**config.mk**
```make
export PLATFORM = sky130hd
export DESIGN_NAME = timer_run_ctrl
export DESIGN_NICKNAME = d
export VERILOG_FILES = /design/src/rtl/timer_run_ctrl.sv
export SDC_FILE = /design/constraint.sdc
export NUM_CORES = 1
export LEC_CHECK = 0
export BUFFER_PORTS_ARGS = -buffer_cell sky130_fd_sc_hd__buf_2
export CORE_MARGIN = 2
export CORE_UTILIZATION = 30
export CTS_BUF_LIST = sky130_fd_sc_hd__clkbuf_8
export DETAILED_ROUTE_END_ITERATION = 10
export GPL_ROUTABILITY_DRIVEN = 1
export PLACE_DENSITY_LB_ADDON = 0.25
export SLEW_MARGIN = 15
export SYNTH_ARGS = -nofsm -noshare
export SYNTH_HDL_FRONTEND = slang
export SYNTH_SLANG_ARGS = --single-unit
```
**constraint.sdc**
```tcl
create_clock -name clk -period 3.8 [get_ports clk]
set_input_delay 0.19 -clock clk [delete_from_list [all_inputs] [get_ports clk]]
set_output_delay 0.19 -clock clk [all_outputs]
set_load 0.005 [all_outputs]
```
**src/rtl/timer_run_ctrl.sv**
```systemverilog
// -----------------------------------------------------------------------------
// timer_run_ctrl
//
// Countdown controller for a mm:ss BCD egg timer. It takes the value committed
// by the time-set service, runs it down at one tick per TICK_DIV clocks, and
// sequences load / start / pause / resume / clear / alarm. While the set
// service is active it owns the buttons and the display; the countdown itself
// keeps running underneath.
//
// Ports:
//   clk         system clock
//   reset       asynchronous, active-high reset
//   load        1-cycle pulse: capture set_num as the new count
//   set_num     BCD m1 m0 s1 s0 from the set service
//   set_active  set service owns buttons and display
//   push_c      1-cycle pulse: start / pause / resume / alarm acknowledge
//   push_clr    1-cycle pulse: abort to IDLE
//   disp_num    BCD value for the 7-segment driver (registered)
//   disp_blank  per-digit blank, 1 = dark (registered)
//   alarm       high throughout ALARM
//   running     high in RUN
//   done        1-cycle pulse when RUN enters ALARM
//   state       IDLE=0, READY=1, RUN=2, PAUSE=3, ALARM=4
// -----------------------------------------------------------------------------
module timer_run_ctrl #(
   parameter int TICK_DIV    = 100_000_000,
   parameter int ALARM_TICKS = 10
) (
   input  logic        clk,
   input  logic        reset,
   input  logic        load,
   input  logic [15:0] set_num,
   input  logic        set_active,
   input  logic        push_c,
   input  logic        push_clr,
   output logic [15:0] disp_num,
   output logic [3:0]  disp_blank,
   output logic        alarm,
   output logic        running,
   output logic        done,
   output logic [2:0]  state
);

   typedef enum logic [2:0] {
      ST_IDLE  = 3'd0,
      ST_READY = 3'd1,
      ST_RUN   = 3'd2,
      ST_PAUSE = 3'd3,
      ST_ALARM = 3'd4
   } state_e;

   localparam int PW   = (TICK_DIV > 1) ? $clog2(TICK_DIV) : 1;
   localparam int HALF = (TICK_DIV / 2 > 0) ? TICK_DIV / 2 : 1;
   localparam int HW   = (HALF > 1) ? $clog2(HALF) : 1;
   localparam int AW   = (ALARM_TICKS > 1) ? $clog2(ALARM_TICKS) : 1;

   localparam logic [PW-1:0] PRESC_MAX = PW'(TICK_DIV - 1);
   localparam logic [HW-1:0] HALF_MAX  = HW'(HALF - 1);
   localparam logic [AW-1:0] ALARM_MAX = AW'(ALARM_TICKS - 1);

   // One-second BCD decrement. s1 only borrows to 5, so loaded tens-of-seconds
   // above 5 simply count down until they first borrow.
   function automatic logic [15:0] bcd_dec(input logic [15:0] v);
      logic [3:0] s0, s1, m0, m1;
      logic       b;
      b  = (v[3:0] == 4'd0);
      s0 = b ? 4'd9 : v[3:0] - 4'd1;
      s1 = v[7:4];
      if (b) begin
         s1 = (v[7:4] == 4'd0) ? 4'd5 : v[7:4] - 4'd1;
         b  = (v[7:4] == 4'd0);
      end
      m0 = v[11:8];
      if (b) begin
         m0 = (v[11:8] == 4'd0) ? 4'd9 : v[11:8] - 4'd1;
         b  = (v[11:8] == 4'd0);
      end
      m1 = b ? v[15:12] - 4'd1 : v[15:12];
      return {m1, m0, s1, s0};
   endfunction

   state_e          state_q, state_d;
   logic [15:0]     count_q, count_d;
   logic [PW-1:0]   presc_q, presc_d;
   logic [AW-1:0]   alarm_cnt_q, alarm_cnt_d;
   logic [HW-1:0]   half_cnt_q, half_cnt_d;
   logic            pause_blink_q, pause_blink_d;
   logic            alarm_blank_q, alarm_blank_d;
   logic [15:0]     disp_num_q, disp_num_d;
   logic [3:0]      disp_blank_q, disp_blank_d;
   logic            alarm_q, alarm_d;
   logic            running_q, running_d;
   logic            done_q, done_d;

   logic            btn_c, btn_clr, tick;
   logic [15:0]     dec_val;

   // Buttons belong to the set service while it is active.
   assign btn_c   = push_c   & ~set_active;
   assign btn_clr = push_clr & ~set_active;

   assign tick = ((state_q == ST_RUN) || (state_q == ST_ALARM)) && (presc_q == PRESC_MAX);

   // NOTE: every signal assigned in an always_comb gets a default first, so no
   // path through the case statements can leave it unassigned and infer a latch.
   always_comb begin
      state_d       = state_q;
      count_d       = count_q;
      presc_d       = presc_q;
      alarm_cnt_d   = alarm_cnt_q;
      alarm_blank_d = alarm_blank_q;
      dec_val       = (count_q != 16'h0000) ? bcd_dec(count_q) : count_q;

      if ((state_q == ST_RUN) || (state_q == ST_ALARM)) begin
         presc_d = tick ? '0 : presc_q + 1'b1;
      end

      case (state_q)
         ST_IDLE: begin
            if (load && (set_num != 16'h0000)) begin
               state_d = ST_READY;
               count_d = set_num;
            end
         end
         ST_READY: begin
            if (btn_clr) begin
               state_d = ST_IDLE;
               count_d = 16'h0000;
            end else if (btn_c) begin
               state_d = ST_RUN;
               presc_d = '0;
            end else if (load) begin
               count_d = set_num;
               state_d = (set_num == 16'h0000) ? ST_IDLE : ST_READY;
            end
         end
         ST_RUN: begin
            if (btn_clr) begin
               state_d = ST_IDLE;
               count_d = 16'h0000;
            end else begin
               // A coincident tick is applied first; reaching zero beats pause.
               if (tick) begin
                  count_d = dec_val;
               end
               if (tick && (dec_val == 16'h0000)) begin
                  state_d       = ST_ALARM;
                  presc_d       = '0;
                  alarm_blank_d = 1'b1;
               end else if (btn_c) begin
                  state_d = ST_PAUSE;
               end
            end
         end
         ST_PAUSE: begin
            if (btn_clr) begin
               state_d = ST_IDLE;
               count_d = 16'h0000;
            end else if (btn_c) begin
               state_d = ST_RUN;
            end else if (load) begin
               count_d = set_num;
               state_d = (set_num == 16'h0000) ? ST_IDLE : ST_READY;
            end
         end
         ST_ALARM: begin
            if (tick) begin
               alarm_cnt_d   = alarm_cnt_q + 1'b1;
               alarm_blank_d = ~alarm_blank_q;
            end
            if (btn_clr || btn_c) begin
               state_d = ST_IDLE;
            end else if (load) begin
               count_d = set_num;
               state_d = (set_num == 16'h0000) ? ST_IDLE : ST_READY;
            end else if (tick && (alarm_cnt_q == ALARM_MAX)) begin
               state_d = ST_IDLE;
            end
         end
         default: begin
            state_d = ST_IDLE;
            count_d = 16'h0000;
         end
      endcase

      if (state_d != ST_ALARM) begin
         alarm_cnt_d = '0;
      end

      // Free-running half-period counter for the PAUSE blink.
      half_cnt_d    = (half_cnt_q == HALF_MAX) ? '0 : half_cnt_q + 1'b1;
      pause_blink_d = (half_cnt_q == HALF_MAX) ? ~pause_blink_q : pause_blink_q;

      // Status outputs follow the next state so they move with the state register.
      alarm_d   = (state_d == ST_ALARM);
      running_d = (state_d == ST_RUN);
      done_d    = (state_q == ST_RUN) && (state_d == ST_ALARM);

      // Display mux, registered from the current state/count.
      disp_num_d   = 16'h0000;
      disp_blank_d = 4'b0000;
      if (set_active) begin
         disp_num_d = set_num;
      end else begin
         case (state_q)
            ST_READY, ST_RUN: disp_num_d = count_q;
            ST_PAUSE: begin
               disp_num_d   = count_q;
               disp_blank_d = {4{pause_blink_q}};
            end
            ST_ALARM: disp_blank_d = {4{alarm_blank_q}};
            default: ;
         endcase
      end
   end

   // NOTE: sequential state uses non-blocking assignments only, so every flop
   // samples the values from before the edge regardless of statement order.
   always_ff @(posedge clk or posedge reset) begin
      if (reset) begin
         state_q       <= ST_IDLE;
         count_q       <= 16'h0000;
         presc_q       <= '0;
         alarm_cnt_q   <= '0;
         half_cnt_q    <= '0;
         pause_blink_q <= 1'b0;
         alarm_blank_q <= 1'b0;
         disp_num_q    <= 16'h0000;
         disp_blank_q  <= 4'b0000;
         alarm_q       <= 1'b0;
         running_q     <= 1'b0;
         done_q        <= 1'b0;
      end else begin
         state_q       <= state_d;
         count_q       <= count_d;
         presc_q       <= presc_d;
         alarm_cnt_q   <= alarm_cnt_d;
         half_cnt_q    <= half_cnt_d;
         pause_blink_q <= pause_blink_d;
         alarm_blank_q <= alarm_blank_d;
         disp_num_q    <= disp_num_d;
         disp_blank_q  <= disp_blank_d;
         alarm_q       <= alarm_d;
         running_q     <= running_d;
         done_q        <= done_d;
      end
   end

   assign disp_num   = disp_num_q;
   assign disp_blank = disp_blank_q;
   assign alarm      = alarm_q;
   assign running    = running_q;
   assign done       = done_q;
   assign state      = state_q;

endmodule

```
# After elaboration in Yosys (flattened, before gate mapping)

Cells that the tools add are included.

Bits in registers: 101
Bits in latches: 0
Bits in writable memories: 0
ROM bits: 0
Bits of input ports: 22
Output and inout bits: 26
Word-level logic and storage cells: 112
Memories kept: 0

Add/subtract/negate cells: 7
Multipliers: 0
Divide/modulo/power cells: 0
$lt $le $gt $ge: 0
Equality and inequality tests: 17
Shift-type cells: 0
Muxes and demuxes: 48
Bitwise gates (word level): 5
Reduce and logical (&&, ||, !) cells: 23

Operators with widths:

| operator                                         | count |
|---|---|
| two-way mux 27 bit                               | 6 |
| two-way mux 16 bit                               | 10 |
| one-hot mux 16 bit (4 select lines)              | 1 |
| one-hot mux 27 bit (2 select lines)              | 1 |
| two-way mux 4 bit                                | 10 |
| logical NOT 16 bit                               | 2 |
| nonzero test 16 bit                              | 2 |
| two-way mux 3 bit                                | 10 |
| adder 27 x 1 -> 27 bit, second input constant    | 1 |
| == test 27 bit, second input constant            | 1 |
| adder 26 x 1 -> 26 bit, second input constant    | 1 |
| == test 26 bit, second input constant            | 1 |
| two-way mux 26 bit                               | 1 |
| subtractor 4 x 1 -> 4 bit, second input constant | 4 |
| logical NOT 4 bit                                | 3 |
| one-hot mux 3 bit (4 select lines)               | 1 |
| == test 3 x 2 -> 1 bit, second input constant    | 3 |
| inequality test 2 bit, second input constant     | 4 |
| one-hot mux 4 bit (2 select lines)               | 1 |
| AND reduction 4 bit                              | 2 |
| == test 3 bit, second input constant             | 2 |
| two-way mux 1 bit                                | 6 |
| inequality test 3 bit, second input constant     | 2 |
| nonzero test 2 bit                               | 3 |
| 14 further kinds                                 | 22 |

# Logic depth before layout (Yosys ltp)

Depth after elaboration: 13
Depth in mapped cells: 9

# Least setup slack after synthesis

No wires, ideal clock.

Path type: flip-flop to flip-flop
Start point: register count_q[6]
End point: register alarm_blank_q
Arrival time: 2,773 ps
Required time: 3,713 ps
Path slack: 940 ps
Stages on the path, launching flop included: 9
Period minus slack after synthesis: 2,860 ps
Cell sequence: dfrtp_1 > clkbuf_1 > or4_1 > or4_1 > nor4_2 > mux2_2 > nor4_4 > a211oi_1 > a211oi_2

Cells in the longest elaborated chain, start to end: 9

Ends and longest elaborated chain:

| item                                                                              | line | RTL |
|---|---|---|
| start, declared                                                                   | 83   | `logic [15:0] count_q, count_d;` |
| start signal, assigned                                                            | 235  | `count_q <= count_d;` |
| parallel branches: the longest is 4 deep, another holds subtractor 4 x 1 -> 4 bit | --   |  |
| two-way mux 16 bit *                                                              | 112  | `dec_val = (count_q != 16'h0000) ? bcd_dec(count_q) : count_q;` |
| logical NOT 16 bit *                                                              | 146  | `if (tick && (dec_val == 16'h0000)) begin` |
| logical AND 1 bit *                                                               | 146  |  |
| inequality test 2 x 1 -> 1 bit (no source line) *                                 | --   |  |
| AND reduction 4 bit (no source line) *                                            | --   |  |
| end signal, assigned                                                              | 240  | `alarm_blank_q <= alarm_blank_d;` |
| end, declared                                                                     | 88   | `logic alarm_blank_q, alarm_blank_d;` |

Mark *: on every way between the ends.
A chain may end at the register's enable or synchronous reset.

# Worst setup path in the final report

Start point: register count_q[8]
End point: register alarm_blank_q

Cells in the longest elaborated chain, start to end: 8

Ends and longest elaborated chain:

| item                                                           | line |
|---|---|
| subtractor 4 x 1 -> 4 bit or logical NOT 4 bit (tied branches) | 75, 76 |
| two-way mux 4 bit or two-way mux 1 bit (tied branches)         | 75, 74 |
| two-way mux 4 bit (on tied branches)                           | 74, 78 |
| two-way mux 16 bit *                                           | 112 |
| logical NOT 16 bit *                                           | 146 |
| logical AND 1 bit *                                            | 146 |
| inequality test 2 x 1 -> 1 bit (no source line) *              | -- |
| AND reduction 4 bit (no source line) *                         | -- |

Every way passes the cells marked *; elsewhere a longest branch is shown, timed or not.

==> results summary <==
At the end of routability-driven placement, the weighted congestion stood at 0.898. The leakage power of the design came out at 0.00254 uW. By startpoint and endpoint, the worst setup path is classified as reg2reg. At the pin with the least slew margin, the transition time is 1090 ps.

The total power per unit cell area is 515 mW/mm2. The count of flip-flops with a built-in enable after synthesis is 0. After clock tree synthesis, the repair step resized 0 gates.

In this run the clock root is driven by a sky130_fd_sc_hd__clkbuf_8. The worst setup path is captured at a flip-flop. Headroom to the max-slew limit came out at 0.272. Among all cell types in the netlist, the one instantiated most often is sky130_fd_sc_hd__dfrtp_1. The post-CTS setup repair buffer count came out at 0. The number of antenna violations at the first check in global routing came out at 0. The hold slack came out at 28.6 ps. By count the netlist is led by sky130_fd_sc_hd__dfrtp_1, sky130_fd_sc_hd__nor2_1, sky130_fd_sc_hd__nand2_1. The tool flagged a number of max-cap violations equal to 0. The yosys synthesis warning count came out at 0. The count of input and output buffers is 47.

The via density per instance came out at 5.16. The floorplan step defined a core boundary enclosing 0.0166 mm2. Of the available clock period, the critical path in the final layout requires 0.813.

The total via count in the routed design came out at 4141. In this run the vertical extent of the chip is 134 um. The synthesis-stage register bit count is 98.

After detailed routing, the average wire length per cell comes to 15.7 um. The via count of the first global-routing pass is 4011. Yosys mapped the design onto 58 distinct sky130hd cell types. The smallest clock period supported by the final layout is computed as 3090 ps. The final hold violation count came out at 0. The flow ran to the end, and the final reports show no timing, DRC or antenna violations. The number of iterations in the first detailed-routing pass came out at 5. The post-synth design cell area came out at 0.00511 mm2. The row count came out at 47. The async set or reset register ratio after synthesis came out at 1.00. Yosys attributes the largest share of cell area to sky130_fd_sc_hd__dfrtp_1, sky130_fd_sc_hd__xor2_1, sky130_fd_sc_hd__nor2_1, sky130_fd_sc_hd__nand2_1, sky130_fd_sc_hd__xnor2_1. 48 I/O pins were placed.

The post-layout net count is 606. The peak ir drop on the vdd network is 296 uV. The proportion of layout cells with a drive suffix above 1 came out at 0.139.

The number of buffers inserted by hold repair at cts came out at 0. Setup violations remaining at the end of the flow were counted as 0. The number of max-slew violations in the final report came to 0. The maximum level of the CTS H-tree is 3. After routing, the total negative slack on setup checks comes to 0 ps. The number of DRC violations after detailed routing is 0. The area share of the largest cell type after synthesis is 0.480. The pin count of the biggest net entering global routing is 77. The first global-routing pass estimated 20900 um of wire. The total length of routed wires is 12600 um. The clock buffer count from CTS came out at 9. The highest clock frequency the design can meet came out at 324 MHz. The worst setup path is launched from a flip-flop. The post-synthesis average cell area came out at 9.43 um2. The share of the yosys chip area belonging to registers came out at 0.480. The initial utilization of the core area, before any placement, comes to 0.307. The total die area is 0.0181 mm2. The clock-pin slew reported for the worst setup and hold paths after clock tree synthesis came out at 90 ps. Data arrives at the worst endpoint at 3380 ps. The cell count after synthesis came out at 542. The clock passes through at most 2 buffers. For this run the aggregate overflow at the end of global routing stands at 0. For this run, the total global-route usage over all layers was measured as 0.146.

The estimated wirelength of the detail-placed design came out at 8950 um. The CTS sink count came out at 98. Summed over all instances, the cell type with the most area after synthesis is sky130_fd_sc_hd__dfrtp_1. In this run the worst hold path is classified as in2async. The prevailing post-synth register cell is sky130_fd_sc_hd__dfrtp_1. The critical path data required time is 4100 ps. The total nets after synthesis came out at 570. Setup repair after global routing left no endpoint under its margin. The number of antenna repair diodes came out at 0. TritonCTS built the clock tree. The width of the chip is 134 um. The clock latency of the later-clocked register in the worst-skew pair is 380 ps. For this run, the share of the core covered by cells in the final layout is 0.344. The post-route total power is 2950 uW. The detail route stage leaves a number of antenna-violating nets equal to 0. The DRC violation total after the first TritonRoute iteration came out at 291. The area growth from synthesis to final layout is 11.9%. The final clock skew is 8.20 ps.

The critical-path maximum fanout is 11.
==> state kept, by name, indices dropped and copies added (netlist names) <==
register / cells
alarm: 1
alarm_blank_q: 1
alarm_cnt_q: 4
count_q: 16
disp_blank: 1
disp_num: 16
done: 1
half_cnt_q: 26
pause_blink_q: 1
presc_q: 27
running: 1
state: 3
==> worst max-delay path: stages (launching register included) <==
cell and delay, ps:
sky130_fd_sc_hd__dfrtp_1 490, sky130_fd_sc_hd__or4_1 630, sky130_fd_sc_hd__or4_1 520, sky130_fd_sc_hd__nor4_2 170
sky130_fd_sc_hd__mux2_2 410, sky130_fd_sc_hd__nor4_4 430, sky130_fd_sc_hd__a211oi_1 160, sky130_fd_sc_hd__a211oi_2 200
==> placed cells by master (no fill, tap or decap), types with 4 or more instances in the layout <==
| cell | count |
|---|---|
| sky130_fd_sc_hd__dfrtp_1 | 98 |
| sky130_fd_sc_hd__nor2_1 | 79 |
| sky130_fd_sc_hd__nand2_1 | 53 |
| sky130_fd_sc_hd__buf_2 | 47 |
| sky130_fd_sc_hd__xor2_1 | 34 |
| sky130_fd_sc_hd__a21oi_1 | 22 |
| sky130_fd_sc_hd__nand3_1 | 22 |
| sky130_fd_sc_hd__xnor2_1 | 19 |
| sky130_fd_sc_hd__a22o_1 | 18 |
| sky130_fd_sc_hd__nor3_1 | 14 |
| sky130_fd_sc_hd__inv_1 | 13 |
| sky130_fd_sc_hd__o21ai_1 | 13 |
| sky130_fd_sc_hd__nor4_1 | 12 |
| sky130_fd_sc_hd__o21ai_0 | 12 |
| sky130_fd_sc_hd__clkbuf_8 | 11 |
| sky130_fd_sc_hd__or4_1 | 10 |
| sky130_fd_sc_hd__nand4_1 | 9 |
| sky130_fd_sc_hd__nor2b_1 | 8 |
| sky130_fd_sc_hd__or3_1 | 6 |
| sky130_fd_sc_hd__and4_1 | 6 |
| sky130_fd_sc_hd__ha_1 | 6 |
| sky130_fd_sc_hd__and2_1 | 5 |
| sky130_fd_sc_hd__and3_1 | 5 |
| sky130_fd_sc_hd__buf_4 | 5 |
| sky130_fd_sc_hd__a21o_1 | 4 |
==> metal layers <==
metal  GRT usage  vias to the layer above  wire, um  part of all wire
li1            -                     1984         -                 -
met4      0.0480                        0       291             0.023
met2       0.241                      107      6090              0.48
met5           0                        -         0                 0
met3      0.0360                       26       609             0.048
met1       0.188                     2024      5600              0.44
==> metrics by stage <==
stage,area (um2),setup WS [ps],instances
2_1_floorplan,5110,940,542
3_3_place_gp,5540,793,787
3_5_place_dp,5540,744,787
4_1_cts,5720,721,803
5_1_grt,5720,586,803
6_report,5720,712,803
==> cells by family (layout without fill, tap and decap cells) <==
logic type	after synthesis	count (layout)	synth area share
compound gates	94	94	0.127
xor+xnor	53	53	0.0909
fa+ha+maj	7	7	0.0167
buf+inv	39	80	0.0328
flops	98	98	0.480
mux	2	2	0.00416
simple gates	249	249	0.248
==> area by class of cell <==
cell class / instances / area, um2
inverter: 12 / 47.5
clock buffer: 11 / 151
clock inverter: 5 / 23.8
tap: 220 / 275
fill: 1714 / 10900
timing repair buffer: 52 / 273
sequential: 98 / 2450
multi-input combinational: 405 / 2490
==> power breakdown <==
group | switching, uW | internal [uW]
logic | 525 | 348
registers | 240 | 1210
clock network | 356 | 266
total | 1120 | 1830
==> path summary, 6_finish.rpt <==
check                              startpoint            end  slack, ps  depth (start not counted)
worst max-delay path               count_q[8]  alarm_blank_q        710                          7
worst min-delay path                    reset    presc_q[19]         30                          2
worst max register to register     count_q[8]  alarm_blank_q        710                          7
worst min register to register  half_cnt_q[0]  half_cnt_q[0]        490                          1
max in group asynchronous               reset  half_cnt_q[1]       2890                          3
min in group clk                   set_num[7]     count_q[7]         60                          3
(Power assumes the default switching activity.)
